[src/rtl/ula_pkg.sv]
// Shared types and constants for the byte-serial ALU wrapper.
package ula_pkg;

  localparam int BYTE_W = 8;

  // Common 74181 function selects
  localparam logic [3:0] S_ADD        = 4'b1001;
  localparam logic [3:0] S_A_PLUS_CIN = 4'b0000;
  localparam logic [3:0] S_XOR        = 4'b0110;

  typedef enum logic [1:0] {
    IDLE = 2'd0,
    RUN  = 2'd1,
    DONE = 2'd2
  } state_e;

endpackage

[src/rtl/ula_8bits.sv]
// 8-bit 74181-style ALU, active-high data and active-high carry.
// Arithmetic results are P + Q + c_in, so byte slices chain cleanly
// through c_out -> c_in. Logic mode reports c_out = 0.
module ula_8bits
  import ula_pkg::*;
(
  input  logic [BYTE_W-1:0] a,
  input  logic [BYTE_W-1:0] b,
  input  logic [3:0]        s,
  input  logic              m,
  input  logic              c_in,
  output logic [BYTE_W-1:0] f,
  output logic              c_out
);

  logic [BYTE_W-1:0] p, q, lf;
  logic [BYTE_W:0]   sum;

  // Operand selection for the adder and the logic-mode function table
  always_comb begin
    p = a;
    q = '0;
    case (s)
      4'b0000: begin p = a;        q = '0;      end
      4'b0001: begin p = a | b;    q = '0;      end
      4'b0010: begin p = a | ~b;   q = '0;      end
      4'b0011: begin p = '0;       q = '1;      end
      4'b0100: begin p = a;        q = a & ~b;  end
      4'b0101: begin p = a | b;    q = a & ~b;  end
      4'b0110: begin p = a;        q = ~b;      end
      4'b0111: begin p = a & ~b;   q = '1;      end
      4'b1000: begin p = a;        q = a & b;   end
      4'b1001: begin p = a;        q = b;       end
      4'b1010: begin p = a | ~b;   q = a & b;   end
      4'b1011: begin p = a & b;    q = '1;      end
      4'b1100: begin p = a;        q = a;       end
      4'b1101: begin p = a | b;    q = a;       end
      4'b1110: begin p = a | ~b;   q = a;       end
      default: begin p = a;        q = '1;      end
    endcase
    case (s)
      4'b0000: lf = ~a;
      4'b0001: lf = ~(a | b);
      4'b0010: lf = ~a & b;
      4'b0011: lf = '0;
      4'b0100: lf = ~(a & b);
      4'b0101: lf = ~b;
      4'b0110: lf = a ^ b;
      4'b0111: lf = a & ~b;
      4'b1000: lf = ~a | b;
      4'b1001: lf = ~(a ^ b);
      4'b1010: lf = b;
      4'b1011: lf = a & b;
      4'b1100: lf = '1;
      4'b1101: lf = a | ~b;
      4'b1110: lf = a | b;
      default: lf = a;
    endcase
    sum   = {1'b0, p} + {1'b0, q} + {{BYTE_W{1'b0}}, c_in};
    f     = m ? lf : sum[BYTE_W-1:0];
    c_out = m ? 1'b0 : sum[BYTE_W];
  end

endmodule

[src/rtl/ula_multibyte_seq.sv]
// Wide ALU operation executed LSB-first, one byte per clock, through a
// single ula_8bits. Carry is chained byte to byte via carry_q.
module ula_multibyte_seq
  import ula_pkg::*;
#(
  parameter int NUM_BYTES = 2
) (
  input  logic                        clk,
  input  logic                        rst_n,
  input  logic                        in_valid,
  output logic                        in_ready,
  input  logic [BYTE_W*NUM_BYTES-1:0] a,
  input  logic [BYTE_W*NUM_BYTES-1:0] b,
  input  logic [3:0]                  s,
  input  logic                        m,
  input  logic                        c_in,
  output logic                        out_valid,
  input  logic                        out_ready,
  output logic [BYTE_W*NUM_BYTES-1:0] f,
  output logic                        c_out,
  output logic                        zero
);

  localparam int IDX_W = (NUM_BYTES > 1) ? $clog2(NUM_BYTES) : 1;
  localparam logic [IDX_W-1:0] LAST = IDX_W'(NUM_BYTES - 1);

  state_e                              state;
  logic [IDX_W-1:0]                    idx;
  logic [NUM_BYTES-1:0][BYTE_W-1:0]    a_q, b_q, f_q, f_next;
  logic [3:0]                          s_q;
  logic                                m_q, cin_q, carry_q, c_out_q, zero_q;
  logic [BYTE_W-1:0]                   a_byte, b_byte, alu_f;
  logic                                alu_cin, alu_cout;

  // Select the active byte slice and merge the ALU byte into the result.
  // A compare-per-byte mux avoids indexing past the array for odd sizes.
  always_comb begin
    a_byte = '0;
    b_byte = '0;
    f_next = f_q;
    for (int i = 0; i < NUM_BYTES; i++) begin
      if (idx == IDX_W'(i)) begin
        a_byte    = a_q[i];
        b_byte    = b_q[i];
        f_next[i] = alu_f;
      end
    end
    alu_cin = (idx == '0) ? cin_q : carry_q;
  end

  ula_8bits u_alu (
    .a     (a_byte),
    .b     (b_byte),
    .s     (s_q),
    .m     (m_q),
    .c_in  (alu_cin),
    .f     (alu_f),
    .c_out (alu_cout)
  );

  // Command capture, byte sequencing and result hold
  always_ff @(posedge clk or negedge rst_n) begin
    if (!rst_n) begin
      state   <= IDLE;
      idx     <= '0;
      a_q     <= '0;
      b_q     <= '0;
      s_q     <= '0;
      m_q     <= 1'b0;
      cin_q   <= 1'b0;
      carry_q <= 1'b0;
      f_q     <= '0;
      c_out_q <= 1'b0;
      zero_q  <= 1'b0;
    end else begin
      case (state)
        IDLE: if (in_valid) begin
          a_q   <= a;
          b_q   <= b;
          s_q   <= s;
          m_q   <= m;
          cin_q <= c_in;
          idx   <= '0;
          state <= RUN;
        end
        RUN: begin
          f_q     <= f_next;
          carry_q <= alu_cout;
          if (idx == LAST) begin
            c_out_q <= alu_cout;
            zero_q  <= (f_next == '0);
            state   <= DONE;
          end else begin
            idx <= idx + 1'b1;
          end
        end
        DONE: if (out_ready) state <= IDLE;
        default: state <= IDLE;
      endcase
    end
  end

  assign in_ready  = (state == IDLE);
  assign out_valid = (state == DONE);
  assign f         = f_q;
  assign c_out     = c_out_q;
  assign zero      = zero_q;

endmodule

[config.mk]
export PLATFORM = sky130hd
export DESIGN_NAME = ula_multibyte_seq
export DESIGN_NICKNAME = d
export VERILOG_FILES = /design/src/rtl/ula_pkg.sv /design/src/rtl/ula_8bits.sv /design/src/rtl/ula_multibyte_seq.sv
export SDC_FILE = /design/constraint.sdc
export NUM_CORES = 1
export LEC_CHECK = 0
export ABC_AREA = 1
export BUFFER_PORTS_ARGS = -buffer_cell sky130_fd_sc_hd__buf_2
export CORE_ASPECT_RATIO = 0.8
export CORE_MARGIN = 8
export CORE_UTILIZATION = 45
export DETAILED_ROUTE_END_ITERATION = 12
export HOLD_SLACK_MARGIN = 0.06
export PLACE_DENSITY = 0.63
export SYNTH_ARGS = -nofsm -noshare
export SYNTH_HDL_FRONTEND = slang
export SYNTH_HIERARCHICAL = 1
export SYNTH_SLANG_ARGS = --single-unit
[constraint.sdc]
create_clock -name clk -period 5.5 [get_ports clk]
set_input_delay 0 -clock clk [delete_from_list [all_inputs] [get_ports clk]]
set_output_delay 0 -clock clk [all_outputs]
set_load 0.02 [all_outputs]
==> key figures <==
Drt
  – Drt initial violations: around 570
  – DRC: 0
  – Number of vias per cell: just over 5
  – Wire per inst: 15.1 um
  – Initial DRT Pass Iterations: 6
  – Via count: 5611
  – Routed WL: 16.5 mm
  – Antenna Nets Post-Route: 0

STA
  – Max Fclk: 246 MHz
  – Final worst path period share: 0.739
  – Worst hold slack: 0.211 ns
  – Final Hold Viols: 0
  – Setup Viol. Count Final: 0
  – Period minus WS final: 4.07 ns
  – Setup repair after global routing missed its margin: false
  – Slew headroom: 0.281
  – Clk_skew: roughly 0.0065 ns
  – Worst-margin pin slew: about 1.1 ns
  – TNS Setup: 0 ns
  – Slew Limit Fails: 0

Critical path
  – Worst Setup End Kind: register
  – Worst R2R Start: idx$_DFFE_PN0P_
  – Crit path from: idx$_DFFE_PN0P_
  – Setup crit start kind: register
  – Arr. time, crit path: 4.32 ns
  – CP max FO: 25
  – CP Class: register to register
  – Critical Path RT: 5.76 ns

Logic synthesis
  – Synth Register Bits: 60
  – Post-synthesis cell area: about 5400 sq um
  – Synth Net Count: between 900 and 1000
  – Post-synthesis sequential area ratio: 0.280
  – Syn. warnings: 6
  – Top cells by area, synth: dfrtp_1 (28%), nand2_1 (26%), ha_1 (9.1%)
  – Cells after Synth: roughly 860
  – Yosys cell types: 38
  – Cell taking the most area after synthesis: dfrtp_1
  – Yosys top cell area share: 0.280
  – Avg Inst Size Synth: 6.25 sq um

Placed design
  – PortBufs: 61
  – Cell Area, Placed: 5680 sq um
  – Gpl congestion: between 0.9 and 1
  – DP Wirelength: 11.7 mm

Floorplan
  – Die width: between 100 and 150 um
  – IO Pins: 62
  – Core Box Area: 11600 sq um
  – Initial Util: 0.463
  – Die height: 114 um
  – Row count: 35
  – Die ar.: 15700 sq um

Global routing
  – Initial antenna violation count: 0
  – Overflow after GRT: 0
  – Vias in the first global route: roughly 5200
  – First-pass GRT wire length: approximately 27 mm
  – Largest net degree at the start of global routing: 61
  – GRT Util Overall: 0.212

Clock tree
  – TritonCTS clock tree: built
  – Clock Root Buffer: clkbuf_16
  – H-Tree Depth: 3
  – Worst skew pair latency: 0.32 ns
  – TritonCTS Buffers: 9
  – CTS sink cnt: 60
  – Max Root-Sink Buffers: 2
  – Worst-path clk slew: 0.05 ns
  – Setup Buffers After CTS: 0

Finish
  – Final nets: around 1000
  – Area Growth Syn to Fin: 19.2%
  – # diodes: 0
  – Post-route cell area: 6380 sq um
  – Share of layout cells above drive strength 1: 0.116

Worst hold path
  – Path type of the worst min-delay path: input pin to register
  – Worst Min Path Start: in_valid

Outcome
  – Status: completed

Run
  – Max-cap viol count: 0
## placed cells by master (no fill, tap or decap), types with 5 or more instances in the layout
master and count:
a21oi_1 16, buf_2 61, buf_4 5, clkbuf_16 9, dfrtp_1 60, dlygate4sd3_1 40
ha_1 39, inv_1 107, nand2_1 366, nand2_2 5, nand3_1 67, nor2_1 61
nor2_2 7, o211ai_1 6, o21ai_0 30, o21ai_1 18, o22ai_1 6
## kinds of logic after synthesis
kind of cell | synth area share
AND/OR/NAND/NOR | 0.411
buffers and inverters | 0.116
AO/OA/AOI/OAI | 0.0921
flip-flops | 0.280
adder cells (fa/ha/maj) | 0.0986
multiplexers | 0.00210
## synth_stat cells, drive strengths merged
library cell,n
nor2,71
fa,2
a21oi,18
a31oi,2
ha,39
nand3b,4
o211ai,7
o31ai,1
o221ai,1
nand3,68
mux2,1
o21ai,48
or2,5
o21bai,2
o22ai,6
a21boi,1
inv,111
nor4,1
nor3,3
clkbuf,2
buf,26
nand2,373
nand4,4
dfrtp,60
## final cells by class
cell class              count  area [sq um]
flip-flops and latches     60          1500
well taps                 148           185
clock inverters             4          47.5
repair buffers            106           743
clock buffers              12           256
inverters                 111           417
multi-input cells         657          3230
fillers                  1141          5180
## what timing repair did
item	4_1_cts	5_1_grt
gates resized for setup	0	0
hold endpoints to repair	99	0
hold buffers	40	0
## flip-flops by register name, indices dropped and copies added (netlist names)
register / flops
a_q: 16
b_q: 16
c_out: 1
carry_q: 1
cin_q: 1
f: 16
idx: 1
m_q: 1
s_q: 4
state: 2
zero: 1
## worst max-delay path: stages, from the launching register on
cell     delay (ns)
dfrtp_1        0.36
buf_4          0.22
inv_1          0.50
nand2_1        0.10
nand2_1        0.19
inv_1          0.11
ha_1           0.23
o22ai_1        0.15
nor3_1         0.11
fa_1           0.45
fa_1           0.37
inv_1          0.09
nand2_1        0.05
nand2_1        0.06
nand2_1        0.06
nand2_1        0.09
nand2_1        0.07
nand2_1        0.06
nand2_1        0.05
nand3_1        0.06
nand2_1        0.09
nor2_1         0.14
nand4_1        0.12
nand2_1        0.08
nand3_1        0.09
nand2_1        0.07
## per-stage QoR
stage                     worst slack, ns  std cells  utilization
after CTS                            1.49       1098        0.552
final                                1.43       1098        0.552
after global placement               1.66       1042        0.491
after global routing                 1.08       1098        0.552
after floorplan                      2.15        856            -
after detailed placement             1.56       1042        0.491
## routing by layer
layer,wire length [um],share of wire,global-route usage,vias up
met4,264,0.016,0.0579,0
met3,1360,0.082,0.0422,26
met2,7390,0.45,0.330,254
met1,7520,0.45,0.291,2485
met5,0,0,0,-
li1,-,-,-,2846
## final timing paths
check                                  endpoint  slack [ns]  cells past startpoint
max                            zero$_DFFE_PN0P_        1.43                     25
min                        state[0]$_DFFE_PN0P_        0.21                      4
max reg2reg                    zero$_DFFE_PN0P_        1.43                     25
min reg2reg                 b_q[13]$_DFFE_PN0P_        0.48                      2
max in group asynchronous    b_q[9]$_DFFE_PN0P_        4.64                      3
min in group asynchronous      f[4]$_DFFE_PN0N_        0.35                      3
Power is left out: the tool's default activity adds up to more than one toggle a clock period on the data nets, which glitch-free logic cannot reach.
